`src/rtl/rv_pkg.sv`:
```
// Shared RV32I decode definitions: opcode classes, one-hot op indices,
// funct7 encodings, the decoded bundle type and the stage FSM states.
package rv_pkg;

  localparam logic [4:0] OPC_LOAD   = 5'b00000;
  localparam logic [4:0] OPC_ALUIMM = 5'b00100;
  localparam logic [4:0] OPC_AUIPC  = 5'b00101;
  localparam logic [4:0] OPC_STORE  = 5'b01000;
  localparam logic [4:0] OPC_ALUREG = 5'b01100;
  localparam logic [4:0] OPC_LUI    = 5'b01101;
  localparam logic [4:0] OPC_BRANCH = 5'b11000;
  localparam logic [4:0] OPC_JALR   = 5'b11001;
  localparam logic [4:0] OPC_JAL    = 5'b11011;
  localparam logic [4:0] OPC_SYSTEM = 5'b11100;

  localparam int OP_ALUREG = 0;
  localparam int OP_ALUIMM = 1;
  localparam int OP_BRANCH = 2;
  localparam int OP_JALR   = 3;
  localparam int OP_JAL    = 4;
  localparam int OP_AUIPC  = 5;
  localparam int OP_LUI    = 6;
  localparam int OP_LOAD   = 7;
  localparam int OP_STORE  = 8;
  localparam int OP_SYSTEM = 9;
  localparam int NUM_OPS   = 10;

  // Opcode for one-hot bit i lives at [i*5 +: 5].
  localparam logic [NUM_OPS*5-1:0] OPC_TABLE = {
    OPC_SYSTEM, OPC_STORE, OPC_LOAD, OPC_LUI, OPC_AUIPC,
    OPC_JAL, OPC_JALR, OPC_BRANCH, OPC_ALUIMM, OPC_ALUREG
  };

  localparam logic [6:0] F7_BASE   = 7'b0000000;
  localparam logic [6:0] F7_ALT    = 7'b0100000;
  localparam logic [6:0] F7_MULDIV = 7'b0000001;

  typedef struct packed {
    logic [NUM_OPS-1:0] op;
    logic [31:0]        imm;
    logic [4:0]         rs1;
    logic [4:0]         rs2;
    logic [4:0]         rd;
    logic [2:0]         funct3;
    logic [6:0]         funct7;
    logic               illegal;
  } dec_bundle_t;

  localparam int DEC_W = $bits(dec_bundle_t);

  typedef enum logic [1:0] {
    ST_EMPTY    = 2'd0,
    ST_HOLD     = 2'd1,
    ST_SKIDFULL = 2'd2
  } stage_state_t;

endpackage

```
`src/rtl/instr_decode_comb.sv`:
```
// Pure combinational RV32I decode of one instruction word into a bundle.
// Illegal words produce op=0 and imm=0 but keep the raw register/funct fields.
module instr_decode_comb
  import rv_pkg::*;
#(
  parameter bit EN_M = 1'b0
) (
  input  logic [31:0] instr,
  output dec_bundle_t bundle
);

  logic [NUM_OPS-1:0] class_hit;
  logic               f7_ok;
  logic               legal;
  logic [31:0]        imm_i;
  logic [31:0]        imm_s;
  logic [31:0]        imm_b;
  logic [31:0]        imm_u;
  logic [31:0]        imm_j;
  logic [31:0]        imm_sel;

  for (genvar gi = 0; gi < NUM_OPS; gi++) begin : g_class
    assign class_hit[gi] = (instr[6:2] == OPC_TABLE[gi*5 +: 5]);
  end

  always_comb begin
    f7_ok = 1'b0;
    case (instr[31:25])
      F7_BASE:   f7_ok = 1'b1;
      F7_ALT:    f7_ok = (instr[14:12] == 3'b000) || (instr[14:12] == 3'b101);
      F7_MULDIV: f7_ok = EN_M;
      default:   f7_ok = 1'b0;
    endcase
  end

  // funct7 only constrains register-register ALU ops; other classes ignore it.
  assign legal = (instr[1:0] == 2'b11) && (|class_hit) &&
                 (!class_hit[OP_ALUREG] || f7_ok);

  assign imm_i = {{20{instr[31]}}, instr[31:20]};
  assign imm_s = {{20{instr[31]}}, instr[31:25], instr[11:7]};
  assign imm_b = {{19{instr[31]}}, instr[31], instr[7], instr[30:25], instr[11:8], 1'b0};
  assign imm_u = {instr[31:12], 12'b0};
  assign imm_j = {{11{instr[31]}}, instr[31], instr[19:12], instr[20], instr[30:21], 1'b0};

  always_comb begin
    imm_sel = '0;
    if (class_hit[OP_ALUIMM] || class_hit[OP_JALR] || class_hit[OP_LOAD]) begin
      imm_sel = imm_i;
    end else if (class_hit[OP_STORE]) begin
      imm_sel = imm_s;
    end else if (class_hit[OP_BRANCH]) begin
      imm_sel = imm_b;
    end else if (class_hit[OP_LUI] || class_hit[OP_AUIPC]) begin
      imm_sel = imm_u;
    end else if (class_hit[OP_JAL]) begin
      imm_sel = imm_j;
    end
  end

  always_comb begin
    bundle         = '0;
    bundle.op      = legal ? class_hit : '0;
    bundle.imm     = legal ? imm_sel : 32'd0;
    bundle.rs1     = instr[19:15];
    bundle.rs2     = instr[24:20];
    bundle.rd      = instr[11:7];
    bundle.funct3  = instr[14:12];
    bundle.funct7  = instr[31:25];
    bundle.illegal = !legal;
  end

endmodule

```
`src/rtl/decode_stage.sv`:
```
// Registered RV32I decode stage with valid/ready on both sides and an
// optional one-entry skid buffer so in_ready can come straight from a flop.
module decode_stage
  import rv_pkg::*;
#(
  parameter int XLEN = 32,
  parameter bit SKID = 1'b1,
  parameter bit EN_M = 1'b0
) (
  input  logic            clk,
  input  logic            resetn,
  input  logic            flush,
  input  logic            in_valid,
  output logic            in_ready,
  input  logic [31:0]     in_instr,
  input  logic [XLEN-1:0] in_pc,
  output logic            out_valid,
  input  logic            out_ready,
  output logic [XLEN-1:0] out_pc,
  output logic [NUM_OPS-1:0] out_op,
  output logic [31:0]     out_imm,
  output logic [4:0]      out_rs1,
  output logic [4:0]      out_rs2,
  output logic [4:0]      out_rd,
  output logic [2:0]      out_funct3,
  output logic [6:0]      out_funct7,
  output logic            out_illegal
);

  dec_bundle_t     dec;
  dec_bundle_t     out_bundle_reg;
  dec_bundle_t     skid_bundle_reg;
  logic [XLEN-1:0] out_pc_reg;
  logic [XLEN-1:0] skid_pc_reg;
  stage_state_t    state_reg;
  logic            in_ready_reg;
  logic            accept;

  instr_decode_comb #(
    .EN_M(EN_M)
  ) u_decode (
    .instr (in_instr),
    .bundle(dec)
  );

  // in_ready_reg is low during reset and in SKIDFULL; without a skid it
  // additionally needs the output slot to be free or draining this cycle.
  if (SKID) begin : g_skid_ready
    assign in_ready = in_ready_reg;
  end else begin : g_direct_ready
    assign in_ready = in_ready_reg && ((state_reg != ST_HOLD) || out_ready);
  end

  assign accept = in_valid && in_ready;

  always_ff @(posedge clk or negedge resetn) begin
    if (!resetn) begin
      state_reg       <= ST_EMPTY;
      in_ready_reg    <= 1'b0;
      out_bundle_reg  <= '0;
      skid_bundle_reg <= '0;
      out_pc_reg      <= '0;
      skid_pc_reg     <= '0;
    end else if (flush) begin
      state_reg    <= ST_EMPTY;
      in_ready_reg <= 1'b1;
    end else begin
      case (state_reg)
        ST_EMPTY: begin
          in_ready_reg <= 1'b1;
          if (accept) begin
            out_bundle_reg <= dec;
            out_pc_reg     <= in_pc;
            state_reg      <= ST_HOLD;
          end
        end
        ST_HOLD: begin
          if (accept && out_ready) begin
            out_bundle_reg <= dec;
            out_pc_reg     <= in_pc;
          end else if (accept) begin
            // Only reachable with a skid buffer: downstream stalled while
            // the registered in_ready was still high.
            skid_bundle_reg <= dec;
            skid_pc_reg     <= in_pc;
            state_reg       <= ST_SKIDFULL;
            in_ready_reg    <= 1'b0;
          end else if (out_ready) begin
            state_reg <= ST_EMPTY;
          end
        end
        ST_SKIDFULL: begin
          if (out_ready) begin
            out_bundle_reg <= skid_bundle_reg;
            out_pc_reg     <= skid_pc_reg;
            state_reg      <= ST_HOLD;
            in_ready_reg   <= 1'b1;
          end
        end
        default: begin
          state_reg    <= ST_EMPTY;
          in_ready_reg <= 1'b1;
        end
      endcase
    end
  end

  assign out_valid   = (state_reg != ST_EMPTY);
  assign out_pc      = out_pc_reg;
  assign out_op      = out_bundle_reg.op;
  assign out_imm     = out_bundle_reg.imm;
  assign out_rs1     = out_bundle_reg.rs1;
  assign out_rs2     = out_bundle_reg.rs2;
  assign out_rd      = out_bundle_reg.rd;
  assign out_funct3  = out_bundle_reg.funct3;
  assign out_funct7  = out_bundle_reg.funct7;
  assign out_illegal = out_bundle_reg.illegal;

endmodule

```
`config.mk`:
```
export PLATFORM = sky130hd
export DESIGN_NAME = decode_stage
export DESIGN_NICKNAME = d
export VERILOG_FILES = /design/src/rtl/rv_pkg.sv /design/src/rtl/instr_decode_comb.sv /design/src/rtl/decode_stage.sv
export SDC_FILE = /design/constraint.sdc
export NUM_CORES = 1
export LEC_CHECK = 0
export ABC_AREA = 1
export CORE_ASPECT_RATIO = 1.25
export CORE_MARGIN = 4
export CORE_UTILIZATION = 37
export DETAILED_ROUTE_END_ITERATION = 10
export HOLD_SLACK_MARGIN = 0.08
export MAX_ROUTING_LAYER = met4
export SYNTH_ARGS = -nofsm -noshare
export SYNTH_HDL_FRONTEND = slang
export SYNTH_SLANG_ARGS = --single-unit
```
`constraint.sdc`:
```
create_clock -name clk -period 2.15 [get_ports clk]
set_input_delay 0.43 -clock clk [delete_from_list [all_inputs] [get_ports clk]]
set_output_delay 0.43 -clock clk [all_outputs]
set_load 0.03 [all_outputs]
```
[After elaboration in Yosys (flattened, before gate mapping)]
Index checks and enable logic that the tools add are counted.
Storage, ports and cells
  bits of input ports: 69
  register bits after elaboration: 203
  output and inout port bits: 102
  word-level logic and storage cells: 94
Operators by class
  multiplexer cells: 28
  bitwise gates (word level): 2
  eq/ne operators: 22
  reductions and logical operators: 22
Operators with widths (number)
  $mux 32: 9
  $mux 68: 3
  $pmux 68 s3: 1
  $pmux 32 s3: 1
  $eq 5x5->1 const B: 4
  $eq 5x4->1 const B: 3
  $mux 2: 6
  $ne 3x3->1 const B: 4
  $eq 5x3->1 const B: 2
  $mux 10: 1
  $reduce_or 10->1: 1
  $reduce_and 4->1: 2
  $eq 7x6->1 const B: 1
  $logic_not 7->1: 1
  $ne 2x2->1 const B: 3
  $pmux 2 s3: 1
  $logic_not 5->1: 1
  $logic_or 1x1->1: 5
  $reduce_and 5->1: 1
  $eq 2x2->1 const B: 2
  $logic_and 1x1->1: 4
  $mux 1: 4
  $ne 4x4->1 const B: 1
  $pmux 1 s2: 2
  9 further kinds: 11

[Longest topological paths before layout]
  depth after elaboration: 9
  depth in mapped cells: 12
  gate-level depth less buffers: 12

[Modules after synthesis]
Synthesis repeated with hierarchy kept, for this count alone.
Second synthesis, totals
  cells, all modules: 1469
  area, all modules: 10590.2 um2
By module, submodules not included
  decode_stage: sequential area each 5079.9 um2, instances 1, area each 9350.2 um2, cells each 1223
  instr_decode_comb: sequential area each 0.0 um2, instances 1, area each 1239.9 um2, cells each 246

[Least setup slack after synthesis]
OpenSTA, ideal clock, no wires.
  path kind: reg2reg
  from: reg in_ready_reg, in the netlist in_ready
  to: reg out_pc_reg[28], in the netlist out_pc[28]
  setup time: 82 ps
  data arrival time: 1651 ps
  clock period less this slack: 1733 ps
  slack: 417 ps
  cell stages (with the launch flop): 9
  path through: dfrtp_1 nand2_1 o211ai_1 nand3_1 clkinv_1 buf_2 buf_2 nor2_1 a31oi_1
On the way
  longest elaborated chain between the ends: 4
RTL lines
  from (decl): RTL line decode_stage.sv:36  | logic in_ready_reg;
  from (signal assigned): RTL line decode_stage.sv:59  | in_ready_reg <= 1'b0;
  from (signal assigned): RTL line decode_stage.sv:66  | in_ready_reg <= 1'b1;
  from (signal assigned): RTL line decode_stage.sv:70  | in_ready_reg <= 1'b1;
  $logic_and 1x1->1 (*): RTL line decode_stage.sv:54  | assign accept = in_valid && in_ready;
  $logic_and 1x1->1: RTL line decode_stage.sv:78  | if (accept && out_ready) begin
  $ne 2x2->1 (no line)
  $reduce_and 5->1 (no line) (*)
  to (signal assigned): RTL line decode_stage.sv:73  | out_pc_reg <= in_pc;
  to (signal assigned): RTL line decode_stage.sv:80  | out_pc_reg <= in_pc;
  to (signal assigned): RTL line decode_stage.sv:95  | out_pc_reg <= skid_pc_reg;
  to (decl): RTL line decode_stage.sv:33  | logic [XLEN-1:0] out_pc_reg;
Every way passes the cells marked *; elsewhere a longest branch is shown, timed or not.
A chain may end at the register's enable or synchronous reset.

[Worst setup path after layout]
  from: reg out_bundle_reg, in the netlist out_imm[4]
  to: out out_imm[4]
RTL lines
  from (decl): RTL line decode_stage.sv:31  | dec_bundle_t out_bundle_reg;
  from (signal assigned): RTL line decode_stage.sv:94  | out_bundle_reg <= skid_bundle_reg;
  to (decl): RTL line decode_stage.sv:21  | output logic [31:0] out_imm,
No word-level cell between the ends.

==> reports/summary.json <==
{
  "std_cell_rows": {"value": 65},
  "detailedRoute.firstIterationViolations": {"value": 572},
  "synth_top_family_by_area": {"value": "simple AND/OR/NAND/NOR gates"},
  "netlist_top_cells_area": {"value": "dfrtp_1 53%, nand2_1 22%, nor2_1 6.7%"},
  "highest-signal-layer": {"value": "met4"},
  "worst-setup-path-type": {"value": "flop to output pin"},
  "antennaDiodeCount": {"value": 0},
  "stdcell_count": {"value": 1797},
  "ys_types": {"value": 31},
  "required": {"value": 1.72, "unit": "ns"},
  "critical_path.startpoint_type": {"value": "flop"},
  "compound_cell_area_share_of_the_yosys_netlist": {"value": 0.0886},
  "share_of_post_route_cells_with_drive_strength_above_1": {"value": 0.0992},
  "netSwitchingFraction": {"value": 0.367},
  "clockPowerShare": {"value": 0.255},
  "post_synth_mux_area_share": {"value": 0},
  "rsz0062_at_grt": {"value": "no"},
  "simple_gate_portion_of_the_synthesized_area": {"value": 0.321},
  "met3RoutedLength": {"value": 1520, "unit": "µm"},
  "numPortBuffers": {"value": 170},
  "wl_met1": {"value": 11900, "unit": "µm"},
  "fin_tns_setup": {"value": 0, "unit": "ns"},
  "clk-insertion-delay-late": {"value": 0.51, "unit": "ns"},
  "ff2ff_setup_slack": {"value": 0.33, "unit": "ns"},
  "max_cap_viol_count": {"value": 0},
  "p_per_area": {"value": 1200, "unit": "nW/µm²"},
  "cts_tree": {"value": "yes"},
  "cp_num_buf_inv": {"value": 1},
  "routed_via_density": {"value": 4.82},
  "worst_path_dominant_cell_family": {"value": "buffers and inverters"},
  "wl": {"value": 27600, "unit": "µm"},
  "design.core.area": {"value": 25300, "unit": "µm²"},
  "fraction_of_power_consumed_by_sequential_logic": {"value": 0.379},
  "power_leakage": {"value": 6.42, "unit": "nW"},
  "grt.total_usage": {"value": 0.199},
  "ir_worst_vdd": {"value": 0.656, "unit": "mV"},
  "critical_path_arrival": {"value": 1.63, "unit": "ns"},
  "setup.worst_path.start": {"value": "out_imm[4]$_DFFE_PN0P_"},
  "synth_xor_xnor_area_share": {"value": 0},
  "firstDrtPassIters": {"value": 5},
  "grt.overflow.total": {"value": 0},
  "cells_along_the_critical_path": {"value": "clkdlybuf4s50_1"},
  "synth_enable_flop_cells": {"value": 0},
  "combinationalPowerShare": {"value": 0.366},
  "detailroute.via_count": {"value": 8668},
  "final-setup-viol-count": {"value": 0},
  "internal_power": {"value": 9.75, "unit": "mW"},
  "critical_path.max_fanout": {"value": 2},
  "metal2_wl": {"value": 13400, "unit": "µm"},
  "design.die.area": {"value": 28300, "unit": "µm²"},
  "worst_hold_path_type": {"value": "input port to asynchronous set/reset pin"},
  "routabilityCongestion": {"value": 0.906},
  "drt_drc_violations_left": {"value": 0},
  "grt_max_degree": {"value": 104},
  "layout.nets": {"value": 1516},
  "post_synth_fa_ha_maj_area_fraction": {"value": 0},
  "drt-wirelength-per-cell": {"value": 15.4, "unit": "µm"},
  "root_buffer": {"value": "clkbuf_16"},
  "netlist_area": {"value": 9500, "unit": "µm²"},
  "outcome": {"value": "finished clean"},
  "cts.sinks": {"value": 203},
  "place_inst": {"value": 1756},
  "synth_sequential_area_ratio": {"value": 0.535},
  "clock_skew": {"value": 0.0122, "unit": "ns"},
  "asyncSetResetFlopFracSynth": {"value": 1.00},
  "boundaryPins": {"value": 171},
  "netlist.top_cell.by_area": {"value": "dfrtp_1"},
  "worstRegToRegCells": {"value": 8},
  "cts_buffer_depth": {"value": 3},
  "max_freq": {"value": 485, "unit": "MHz"},
  "cts_htree_levels": {"value": 1},
  "vias_in_the_first_global_route": {"value": 8296},
  "crit_slowest_cell": {"value": "clkdlybuf4s50_1"},
  "synth_nets": {"value": 1315},
  "number_of_buffers_created_by_cts": {"value": 23},
  "timing.final.crit_share": {"value": 0.960},
  "floorplan.die.height": {"value": 187, "unit": "µm"},
  "max_slew_margin": {"value": 0.654},
  "crit_end": {"value": "out_imm[4]"},
  "fillers": {"value": 2443},
  "p_sw": {"value": 5.66, "unit": "mW"},
  "post-cts-setup-buffers": {"value": 0},
  "area_delta_synth_final": {"value": 35.1, "unit": "%"},
  "count_of_synthesis_stage_warnings_from_yosys": {"value": 0},
  "slowest_delay": {"value": 0.70, "unit": "ns"},
  "syn_area_per_cell": {"value": 7.62, "unit": "µm²"},
  "place.detailed.hpwl": {"value": 18900, "unit": "µm"},
  "r2r-end": {"value": "skid_bundle_reg[43]$_DFFE_PN0P_"},
  "flip_flop_count_of_the_largest_register_after_layout": {"value": 68},
  "setup.worst_path.end_class": {"value": "output pin"},
  "hold_viol_final": {"value": 0},
  "wire_length_of_the_first_global_routing_pass": {"value": 44100, "unit": "µm"},
  "path_depth": {"value": 1},
  "yosysTopAreaCellShare": {"value": 0.535},
  "antenna_found_initial": {"value": 0},
  "ys_seq_elements": {"value": 203},
  "antenna_left": {"value": 0},
  "worstReg2RegStart": {"value": "state_reg[1]$_DFFE_PN0P_"},
  "synthCells": {"value": 1246},
  "die_width": {"value": 151, "unit": "µm"},
  "clk_pin_slew_worst_paths": {"value": 0.06, "unit": "ns"},
  "start_util": {"value": 0.376},
  "timing_worst_slew_pin_value": {"value": 0.519, "unit": "ns"},
  "timing.final.max_slew_violations": {"value": 0},
  "ys_dominant_reg_cell": {"value": "dfrtp_1"},
  "layout_min_cycle_time": {"value": 2.06, "unit": "ns"}
}
[repair_timing]
item / 4_1_cts / 5_1_grt
resized for setup: 1 / 0
hold buffers: 1 / 0
endpoints found under the hold margin: 41 / 0
setup endpoints to repair: 1 / 0
[layout make-up]
cell class / count / area [µm²] / share of cell area
sequential: 203 / 5080 / 0.396
multi-input combinational: 920 / 3920 / 0.306
timing repair buffer: 250 / 2470 / 0.192
clock buffer: 34 / 697 / 0.0543
tap: 335 / 419 / 0.0327
inverter: 49 / 188 / 0.0146
clock inverter: 6 / 61.3 / 0.00478
[layer usage]
| metal | GRT usage | vias up |
|---|---|---|
| met1 | 0.254 | 4056 |
| met5 | - | - |
| met2 | 0.329 | 230 |
| met4 | 0.0523 | 0 |
| li1 | - | 4338 |
| met3 | 0.0298 | 44 |
[cell families (layout without fill, tap and decap cells)]
kind of cell           Yosys count  count (layout)
buffers and inverters          123             339
DFF                            203             203
AOI/OAI and AO/OA              149             149
and+or+nand+nor                771             771
[power groups by stage]
stage / registers (mW) / logic (mW) / clock network, mW
3_5_place_dp: 5.91 / 5.71 / 0
6_report: 5.84 / 5.64 / 3.93
2_1_floorplan: 7.11 / 1.98 / 0
3_3_place_gp: 5.88 / 5.65 / 0
5_1_grt: 6.01 / 6.15 / 4.19
4_1_cts: 5.85 / 5.72 / 4.04
[worst min-delay path by stage]
stage,to,slack [ns]
final,out_pc[4]$_DFFE_PN0P_,0.42
after global routing,out_pc[7]$_DFFE_PN0P_,0.46
after CTS,out_pc[7]$_DFFE_PN0P_,0.44
after detailed placement,out_pc[7]$_DFFE_PN0P_,0.40
after global placement,out_pc[7]$_DFFE_PN0P_,0.40
after floorplan,in_ready$_DFFE_PN0P_,0.13
[cells in the final DEF, fill, tap and decap left out, types with 4 or more instances in the layout]
| cell type | Yosys | layout |
|---|---|---|
| nand3_1 | 29 | 28 |
| nor2_4 | 3 | 5 |
| buf_4 | 3 | 66 |
| nand2_1 | 547 | 547 |
| dfrtp_1 | 203 | 203 |
| nor2_1 | 169 | 167 |
| clkbuf_16 | 0 | 23 |
| o31ai_1 | 8 | 8 |
| inv_2 | 5 | 4 |
| clkinv_2 | 0 | 6 |
| o21ai_0 | 31 | 31 |
| clkbuf_8 | 0 | 9 |
| nand2_2 | 6 | 6 |
| a21oi_1 | 13 | 13 |
| buf_12 | 0 | 13 |
| nand4_1 | 5 | 5 |
| a31oi_1 | 57 | 57 |
| clkdlybuf4s50_1 | 0 | 168 |
| inv_1 | 43 | 42 |
| o21ai_1 | 38 | 38 |
[worst register-to-register path: cells and delay by family (launching register included)]
kind	cells	cell delay (ns)
DFF	1	0.40
buffers and inverters	3	0.51
and+or+nand+nor	4	0.57
AOI/OAI and AO/OA	1	0.27
[through the flow]
step                      power (mW)  utilization  setup slack [ns]  hold slack, ns  instance area [µm²]
final                           15.4        0.508            0.0860           0.419                12800
after global routing            16.4        0.508            0.0419           0.461                12800
after CTS                       15.6        0.508            0.0372           0.440                12800
after detailed placement        11.6        0.477            -0.180           0.403                12100
after global placement          11.5        0.477            -0.187           0.404                12100
after floorplan                 9.08            -             0.417           0.134                 9500
[Yosys cell counts, types with 2 or more instances]
| cell | instances |
|---|---|
| a21oi_1 | 13 |
| o31ai_1 | 8 |
| dfrtp_1 | 203 |
| nand2_2 | 6 |
| inv_2 | 5 |
| o21ai_0 | 31 |
| nand2_1 | 547 |
| nor2_4 | 3 |
| inv_1 | 43 |
| buf_1 | 4 |
| buf_6 | 3 |
| nor2_1 | 169 |
| nor3_1 | 2 |
| nand4_1 | 5 |
| buf_2 | 24 |
| a31oi_1 | 57 |
| buf_4 | 3 |
| nand3_1 | 29 |
| o21ai_1 | 38 |
| nand3_2 | 3 |
| clkbuf_1 | 40 |
Note: power is estimated with default switching activity, not from simulation.
